### config.mk
export PLATFORM = sky130hd
export DESIGN_NAME = slot_sequencer
export DESIGN_NICKNAME = d
export VERILOG_FILES = /design/src/rtl/slot_sequencer.sv
export SDC_FILE = /design/constraint.sdc
export NUM_CORES = 1
export LEC_CHECK = 0
export ABC_AREA = 1
export BUFFER_PORTS_ARGS = -buffer_cell sky130_fd_sc_hd__buf_2
export CORE_UTILIZATION = 29
export DETAILED_ROUTE_END_ITERATION = 10
export GPL_TIMING_DRIVEN = 1
export PLACE_DENSITY_LB_ADDON = 0.15
export SETUP_SLACK_MARGIN = 0.05
export SYNTH_ARGS = -nofsm -noshare
export SYNTH_HDL_FRONTEND = slang
export SYNTH_SLANG_ARGS = --single-unit
export TNS_END_PERCENT = 30
### constraint.sdc
create_clock -name clk -period 3.2 [get_ports clk]
set_clock_uncertainty 0.05 [all_clocks]
set_input_delay 0.32 -clock clk [delete_from_list [all_inputs] [get_ports clk]]
set_output_delay 0.32 -clock clk [all_outputs]
set_load 0.005 [all_outputs]
### src/rtl/slot_sequencer.sv
// Slot-table sequencer: sweeps slots in ascending order, issues one MM2S/S2MM
// command pair per READY slot, then writes back status and a cycle-count profile.
module slot_sequencer #(
    parameter int INDEX_WIDTH   = 3,
    parameter int ADDR_WIDTH    = 32,
    parameter int SIZE_WIDTH    = 26,
    parameter int STATUS_WIDTH  = 2,
    parameter int PROFILE_WIDTH = 32
) (
    input  logic                     clk,
    input  logic                     reset,
    input  logic                     start,
    input  logic                     stop,
    output logic                     busy,
    output logic                     sweep_done,
    output logic                     err_flag,
    output logic [INDEX_WIDTH-1:0]   cur_slot,
    output logic [INDEX_WIDTH-1:0]   tbl_out_index,
    input  logic [ADDR_WIDTH-1:0]    tbl_src_addr,
    input  logic [SIZE_WIDTH-1:0]    tbl_src_size,
    input  logic [ADDR_WIDTH-1:0]    tbl_des_addr,
    input  logic [SIZE_WIDTH-1:0]    tbl_des_size,
    input  logic [STATUS_WIDTH-1:0]  tbl_status,
    output logic [INDEX_WIDTH-1:0]   tbl_inp_index,
    output logic [STATUS_WIDTH-1:0]  tbl_inp_status,
    output logic [PROFILE_WIDTH-1:0] tbl_inp_profile,
    output logic                     tbl_set_status,
    output logic                     tbl_set_profile,
    output logic                     mm2s_valid,
    input  logic                     mm2s_ready,
    output logic [ADDR_WIDTH-1:0]    mm2s_addr,
    output logic [SIZE_WIDTH-1:0]    mm2s_len,
    input  logic                     mm2s_done,
    output logic                     s2mm_valid,
    input  logic                     s2mm_ready,
    output logic [ADDR_WIDTH-1:0]    s2mm_addr,
    output logic [SIZE_WIDTH-1:0]    s2mm_len,
    input  logic                     s2mm_done,
    input  logic                     dma_err
);
    localparam logic [STATUS_WIDTH-1:0] ST_READY = STATUS_WIDTH'(1);
    localparam logic [STATUS_WIDTH-1:0] ST_DONE  = STATUS_WIDTH'(2);
    localparam logic [STATUS_WIDTH-1:0] ST_ERROR = STATUS_WIDTH'(3);

    typedef enum logic [2:0] {
        S_IDLE, S_FETCH, S_ISSUE, S_WAIT, S_WRBACK, S_NEXT
    } state_e;

    state_e                   state_q;
    logic [INDEX_WIDTH-1:0]   cur_slot_q;
    logic                     sweep_done_q, err_flag_q;
    logic                     mm2s_valid_q, s2mm_valid_q;
    logic [ADDR_WIDTH-1:0]    mm2s_addr_q, s2mm_addr_q;
    logic [SIZE_WIDTH-1:0]    mm2s_len_q, s2mm_len_q;
    logic                     mm2s_acc_q, s2mm_acc_q, mm2s_fin_q, s2mm_fin_q;
    logic [PROFILE_WIDTH-1:0] prof_q;
    logic                     set_q;
    logic [STATUS_WIDTH-1:0]  inp_status_q;
    logic [PROFILE_WIDTH-1:0] inp_profile_q;

    logic                     mm2s_acc_d, s2mm_acc_d, mm2s_fin_d, s2mm_fin_d;
    logic [PROFILE_WIDTH-1:0] prof_d;

    // Handshakes and done pulses seen this cycle count immediately.
    always_comb begin
        mm2s_acc_d = mm2s_acc_q | (mm2s_valid_q & mm2s_ready);
        s2mm_acc_d = s2mm_acc_q | (s2mm_valid_q & s2mm_ready);
        mm2s_fin_d = mm2s_fin_q | mm2s_done;
        s2mm_fin_d = s2mm_fin_q | s2mm_done;
        prof_d     = (&prof_q) ? prof_q : prof_q + PROFILE_WIDTH'(1);
    end

    always_ff @(posedge clk) begin
        if (reset) begin
            state_q       <= S_IDLE;
            cur_slot_q    <= '0;
            sweep_done_q  <= 1'b0;
            err_flag_q    <= 1'b0;
            mm2s_valid_q  <= 1'b0;
            s2mm_valid_q  <= 1'b0;
            mm2s_addr_q   <= '0;
            s2mm_addr_q   <= '0;
            mm2s_len_q    <= '0;
            s2mm_len_q    <= '0;
            mm2s_acc_q    <= 1'b0;
            s2mm_acc_q    <= 1'b0;
            mm2s_fin_q    <= 1'b0;
            s2mm_fin_q    <= 1'b0;
            prof_q        <= '0;
            set_q         <= 1'b0;
            inp_status_q  <= '0;
            inp_profile_q <= '0;
        end else begin
            // NOTE: pulse outputs default low here with <=; a later <= in the case wins.
            sweep_done_q  <= 1'b0;
            set_q         <= 1'b0;
            inp_status_q  <= '0;
            inp_profile_q <= '0;
            unique case (state_q)
                S_IDLE: begin
                    if (start) begin
                        cur_slot_q <= '0;
                        err_flag_q <= 1'b0;
                        state_q    <= S_FETCH;
                    end
                end
                S_FETCH: begin
                    if (tbl_status != ST_READY) begin
                        state_q <= S_NEXT;
                    end else begin
                        mm2s_addr_q  <= tbl_src_addr;
                        mm2s_len_q   <= tbl_src_size;
                        s2mm_addr_q  <= tbl_des_addr;
                        s2mm_len_q   <= tbl_des_size;
                        mm2s_valid_q <= (tbl_src_size != '0);
                        s2mm_valid_q <= (tbl_des_size != '0);
                        mm2s_acc_q   <= (tbl_src_size == '0);
                        s2mm_acc_q   <= (tbl_des_size == '0);
                        mm2s_fin_q   <= (tbl_src_size == '0);
                        s2mm_fin_q   <= (tbl_des_size == '0);
                        prof_q       <= '0;
                        state_q      <= S_ISSUE;
                    end
                end
                S_ISSUE, S_WAIT: begin
                    prof_q     <= prof_d;
                    mm2s_acc_q <= mm2s_acc_d;
                    s2mm_acc_q <= s2mm_acc_d;
                    mm2s_fin_q <= mm2s_fin_d;
                    s2mm_fin_q <= s2mm_fin_d;
                    if (dma_err) begin
                        mm2s_valid_q  <= 1'b0;
                        s2mm_valid_q  <= 1'b0;
                        err_flag_q    <= 1'b1;
                        set_q         <= 1'b1;
                        inp_status_q  <= ST_ERROR;
                        inp_profile_q <= prof_d;
                        state_q       <= S_WRBACK;
                    end else if (state_q == S_ISSUE) begin
                        if (mm2s_valid_q && mm2s_ready) mm2s_valid_q <= 1'b0;
                        if (s2mm_valid_q && s2mm_ready) s2mm_valid_q <= 1'b0;
                        if (mm2s_acc_d && s2mm_acc_d) state_q <= S_WAIT;
                    end else if (mm2s_fin_d && s2mm_fin_d) begin
                        set_q         <= 1'b1;
                        inp_status_q  <= ST_DONE;
                        inp_profile_q <= prof_d;
                        state_q       <= S_WRBACK;
                    end
                end
                S_WRBACK: state_q <= S_NEXT;
                S_NEXT: begin
                    if ((&cur_slot_q) || stop || err_flag_q) begin
                        sweep_done_q <= 1'b1;
                        state_q      <= S_IDLE;
                    end else begin
                        cur_slot_q <= cur_slot_q + INDEX_WIDTH'(1);
                        state_q    <= S_FETCH;
                    end
                end
                default: state_q <= S_IDLE;
            endcase
        end
    end

    assign busy            = (state_q != S_IDLE);
    assign sweep_done      = sweep_done_q;
    assign err_flag        = err_flag_q;
    assign cur_slot        = cur_slot_q;
    assign tbl_out_index   = cur_slot_q;
    assign tbl_inp_index   = cur_slot_q;
    assign tbl_inp_status  = inp_status_q;
    assign tbl_inp_profile = inp_profile_q;
    assign tbl_set_status  = set_q;
    assign tbl_set_profile = set_q;
    assign mm2s_valid      = mm2s_valid_q;
    assign mm2s_addr       = mm2s_addr_q;
    assign mm2s_len        = mm2s_len_q;
    assign s2mm_valid      = s2mm_valid_q;
    assign s2mm_addr       = s2mm_addr_q;
    assign s2mm_len        = s2mm_len_q;

endmodule

# Word-level counts from Yosys, hierarchy flattened
# Cells that the tools add are included.
word_totals:
  memories: 0
  latchBits: 0
  word_cells: 114
  rom_bits: 0
  inputBits: 127
  regBits: 197
  ram_bits: 0
op_classes:
  magnitude_cmp: 0
  mul: 0
  reduce_logical: 27
  mux: 43
  eq_ne: 15
  div_mod_pow: 0
  add_sub_neg: 2
  shifts: 0
  bitwise_logic: 9
ops:
  columns: ["op", "n"]
  rows:
  - ["$mux 32", 5]
  - ["$pmux 32 s2", 1]
  - ["$logic_not 26->1", 2]
  - ["$reduce_bool 26->1", 2]
  - ["$add 32x1->32 const B", 1]
  - ["$reduce_and 32->1", 1]
  - ["$mux 3", 8]
  - ["$mux 1", 17]
  - ["$pmux 3 s5", 1]
  - ["$pmux 1 s2", 7]
  - ["$reduce_and 3->1", 4]
  - ["$ne 3x3->1 const B", 3]
  - ["$ne 2x2->1 const B", 4]
  - ["$ne 4x4->1 const B", 2]
  - ["$reduce_and 4->1", 2]
  - ["$eq 3x2->1 const B", 2]
  - ["$eq 3x3->1 const B", 2]
  - ["$mux 2", 3]
  - ["$pmux 3 s2", 1]
  - ["$reduce_bool 2->1", 3]
  - ["$reduce_or 2->1", 3]
  - ["$logic_and 1x1->1", 4]
  - ["$or 1x1->1", 4]
  - ["$reduce_and 2->1", 2]
  - ["other kinds (8)", 12]

# Depth between registers and ports, before layout
depth:
  depth_word: 7
  ltp_mapped: 11
  mapped_depth_nobuf: 11

# Worst setup path before layout
# No wires, ideal clock.
synth_path:
  path_type: "register to register"
  startpoint: "register prof_q[0]"
  endpoint: "register prof_q[26]"
  t_required_ps: 3081
  path_stages_with_launch: 11
  path_buffers: 1
  path_slack_ps: 1565
  setup_time_ps: 69
  t_arrival_ps: 1516
  cell_sequence: "dfxtp_1 ha_1 inv_2 nor2_4 nand2_4 nor2_8 nand2_4 buf_6 nand2_1 nand2_1 a21oi_2"
synth_via:
  elab_chain_cells: 3
  elab_cells_between_ends: 4
  classes_between: "1 x add/sub; 2 x mux; 1 x reduce/logical"
synth_rtl:
  columns: ["element", "line", "source"]
  rows:
  - ["start: declaration", "56", "logic [PROFILE_WIDTH-1:0] prof_q;"]
  - ["start signal: assignment", "126", "prof_q <= prof_d;"]
  - ["$add 32x1->32 or $reduce_and 32->1 (tied branches)", "70", "prof_d = (&prof_q) ? prof_q : prof_q + PROFILE_WIDTH'(1);"]
  - ["$mux 32 (*)", "70", null]
  - ["$pmux 32 s2 (*)", "99", "unique case (state_q)"]
# Mark *: on every way between the ends. The rest lies on a longest branch, timed or not.
# A chain may end at the register's enable or synchronous reset.

# Worst setup path after layout
layout_path:
  startpoint: "register state_q[1]"
  endpoint: "register prof_q[18]"
layout_via:
  elab_chain_cells: 4
  elab_cells_between_ends: 8
  classes_between: "4 x eq/ne; 1 x mux; 3 x reduce/logical"
layout_rtl:
  columns: ["element", "line", "source"]
  rows:
  - ["start: declaration", "49", "state_e state_q;"]
  - ["start signal: assignment", "75", "state_q <= S_IDLE;"]
  - ["start signal: assignment", "104", "state_q <= S_FETCH;"]
  - ["start signal: assignment", "109", "state_q <= S_NEXT;"]
  - ["$eq 3x2->1", "99", null]
  - ["$reduce_or 2->1", "99", null]
  - ["$reduce_bool 2->1 (no line)", null, null]
  - ["$reduce_and 2->1 (no line)", null, null]
# Several ways; a longest one is shown, not always the timed one.

==> summary.md <==
| Metric | Value |
|---|---|
| Max frequency | 440 MHz |
| Comb pwr share | 9.7% |
| Reg clk slew, reported paths | 0.09 ns |
| Die width | 169 um |
| Fin crit period | 2.27 ns |
| DRC | 0 |
| Post-route ant nets | 0 |
| Clock buffer depth | 2 |
| Clk_lat worst skew | 0.44 ns |
| Iteration-0 DRC Markers | 512 |
| Pwr dens | 509 mW/mm2 |
| Clock share of power | 41.6% |
| H-tree level count | 4 |
| Routed WL per cell | 14.7 um |
| TritonCTS buffer count | 17 |
| Final wirelength | 25800 um |
| CTS Root Cell | clkbuf_16 |
| Pin count of the biggest net entering global routing | 81 |
| Arrival time at the worst endpoint | 2.58 ns |
| Final Core Density | 38.3% |
| First-pass GRT wire length | 40300 um |
| Outcome | complete, no violations |
| Initial antenna violation count | 3 |
| Headroom to the max-slew limit | 52.3% |
| Crit path max fanout | 36 |
| Sw Ratio | 27.7% |
| PortBufs | 292 |
| Commonest non-fill, non-tap cell in the layout | nor2_1 |
| Commonest cells after routing, fill and taps aside | nor2_1 (309), buf_2 (292), nand2_1 (203) |
| Setup TNS | 0 ns |
| Synthesized cell area | 0.00810 mm2 |
| Crit path launch type | flop |
| Starting Density | 29.8% |
| Syn avg cell area | 7.24 um2 |
| Register area share after synthesis | 48.4% |
| Die footprint | 0.0286 mm2 |
| Final period util | 71.1% |
| GP Congestion | 0.854 |
| Dpl hpwl | 18800 um |
| DR vias/cell | 4.48 |
| Remaining global-route overflow | 0 |
| Hold-fix buffer count after cts | 0 |
| Endpoints failing hold | 0 |
| Internal power | 3.83 mW |
| WP data required | 3.51 ns |
| CTS resizes | 0 |
| # IOs | 293 |
| Sequential share of power | 48.7% |
| MaxCap Viol Count | 0 |
| Synthesized netlist net count | 1249 |
| Hold/Removal Path Class | input port to flop |
| Slew @ Worst Pin | 0.715 ns |
| Leak pwr | 4.70 nW |
| CTS tree | yes |
| FP Rows | 60 |
| Kind of critical path | flop to flop |
| #FFs+latches synth | 196 |
| Die Y | 169 um |
| Vias after detailed routing | 7885 |
| Number of fill cells | 2990 |
| Layout cells sized above 1 | 26.7% |
| RSZ-0062 raised after global routing | no |
| Worst Setup End Kind | flop |
| TritonRoute pass-1 iters | 5 |
| Area grow syn2layout | 28.4% |
| Endpoints failing setup | 0 |
| All-Layer GR Usage | 18.0% |
| Final net count | 1503 |
| Synth cell types | 33 |
| Vias in the first global route | 7332 |
| Ys Warns | 0 |
| Max Transition Viols Final | 0 |
| Post-CTS setup buffer count | 0 |
| Sink Count | 196 |
| Peak supply drop | 271 uV |
| Mapped Cells | 1119 |
| Core area | 0.0272 mm2 |
| P_sw | 1.46 mW |
## kinds of logic (layout without fill, tap and decap cells)
group	count (synthesis)	in the layout	synth area share [%]
buf+inv	111	378	6.36
fa+ha+maj	3	3	0.463
xor+xnor	17	17	1.84
simple gates	587	587	29.3
other cells	0	3	0
flops	196	196	48.4
compound gates	205	205	13.6
## Yosys cell counts
cell type  number  area, um2
nor2_1        309       1160
nand2_1       204        766
dfxtp_1       196       3920
o21ai_0       121        606
a21oi_1        61        305
inv_1          42        158
nand3_1        41        205
clkbuf_1       28        105
buf_2          19       95.1
a21oi_2        16        140
buf_4          14        105
nand4_1        10       62.6
xnor2_1         9       78.8
xor2_1          8       70.1
nor2_2          5       31.3
or2_2           5       31.3
inv_2           4       15.0
nand3b_1        4       30.0
a21o_1          3       22.5
buf_6           3       33.8
ha_1            3       37.5
nand2_4         2       22.5
nor3_1          2       10.0
a211oi_1        1       7.51
buf_1           1       3.75
nand2_2         1       6.26
nand3_2         1       10.0
nor2_4          1       11.3
nor2_8          1       20.0
nor4_1          1       6.26
o211a_1         1       10.0
o21ai_1         1       5.00
o21bai_1        1       7.51
## per-stage QoR
stage	setup WS [ns]	power, mW	instances	hold WS, ns	instance area, um2
2_1_floorplan	1.56	2.91	1119	0.389	8100
3_3_place_gp	0.961	3.15	1726	0.401	9770
3_5_place_dp	0.920	3.15	1726	0.411	9770
4_1_cts	0.890	5.36	1758	0.0523	10400
5_1_grt	0.573	5.55	1760	0.0612	10400
6_report	0.925	5.29	1761	0.0699	10400
## sequential cells by signal (all words and copies together) (netlist names), 3 cells and up
name             count
state_q              3
cur_slot             3
mm2s_addr           32
s2mm_addr           32
s2mm_len            26
prof_q              32
tbl_inp_profile     32
mm2s_len            26
## power by group through the flow
stage | Combinational, mW | Clock (mW) | Sequential, mW
after floorplan | 0.264 | 0 | 2.64
after global routing | 0.582 | 2.38 | 2.59
after detailed placement | 0.519 | 0 | 2.63
final | 0.514 | 2.20 | 2.58
after CTS | 0.521 | 2.27 | 2.58
after global placement | 0.520 | 0 | 2.63
## per-layer routing
| metal | vias up | track usage [%] | part of all wire [%] | routed length [um] |
|---|---|---|---|---|
| met5 | - | 0 | 0 | 0 |
| met3 | 26 | 3.73 | 5.4 | 1410 |
| met1 | 3548 | 24.0 | 48 | 12300 |
| met4 | 0 | 6.03 | 1.5 | 386 |
| met2 | 218 | 29.0 | 45 | 11800 |
| li1 | 4093 | - | - | - |
## final cells by class
type | count | area, um2 | share of cell area [%]
timing repair buffer | 300 | 1550 | 14.9
clock inverter | 14 | 178 | 1.71
antenna | 3 | 7.51 | 0.0722
tap | 372 | 465 | 4.48
inverter | 46 | 174 | 1.67
sequential | 196 | 3920 | 37.7
clock buffer | 18 | 439 | 4.22
multi-input combinational | 812 | 3660 | 35.2
## path summary, 6_finish.rpt
| kind | start | end | slack (ns) | depth (start not counted) |
|---|---|---|---|---|
| max reg2reg | state_q[1]$_SDFFE_PP0P_ | prof_q[18]$_SDFFE_PP0P_ | 0.93 | 8 |
| min | tbl_src_addr[26] | mm2s_addr[26]$_SDFFE_PP0P_ | 0.07 | 3 |
| max | state_q[1]$_SDFFE_PP0P_ | prof_q[18]$_SDFFE_PP0P_ | 0.93 | 8 |
| min reg2reg | mm2s_acc_q$_SDFFE_PP0P_ | mm2s_acc_q$_SDFFE_PP0P_ | 0.42 | 2 |
## critical path, stage by stage, from the launching register on
cell	delay, ns
dfxtp_1	0.33
inv_2	0.06
nand2_1	0.09
nor2_1	0.07
nand2_2	0.42
nand2_1	0.28
inv_2	0.57
nand2_1	0.14
a21oi_2	0.17
(Power assumes the default switching activity.)
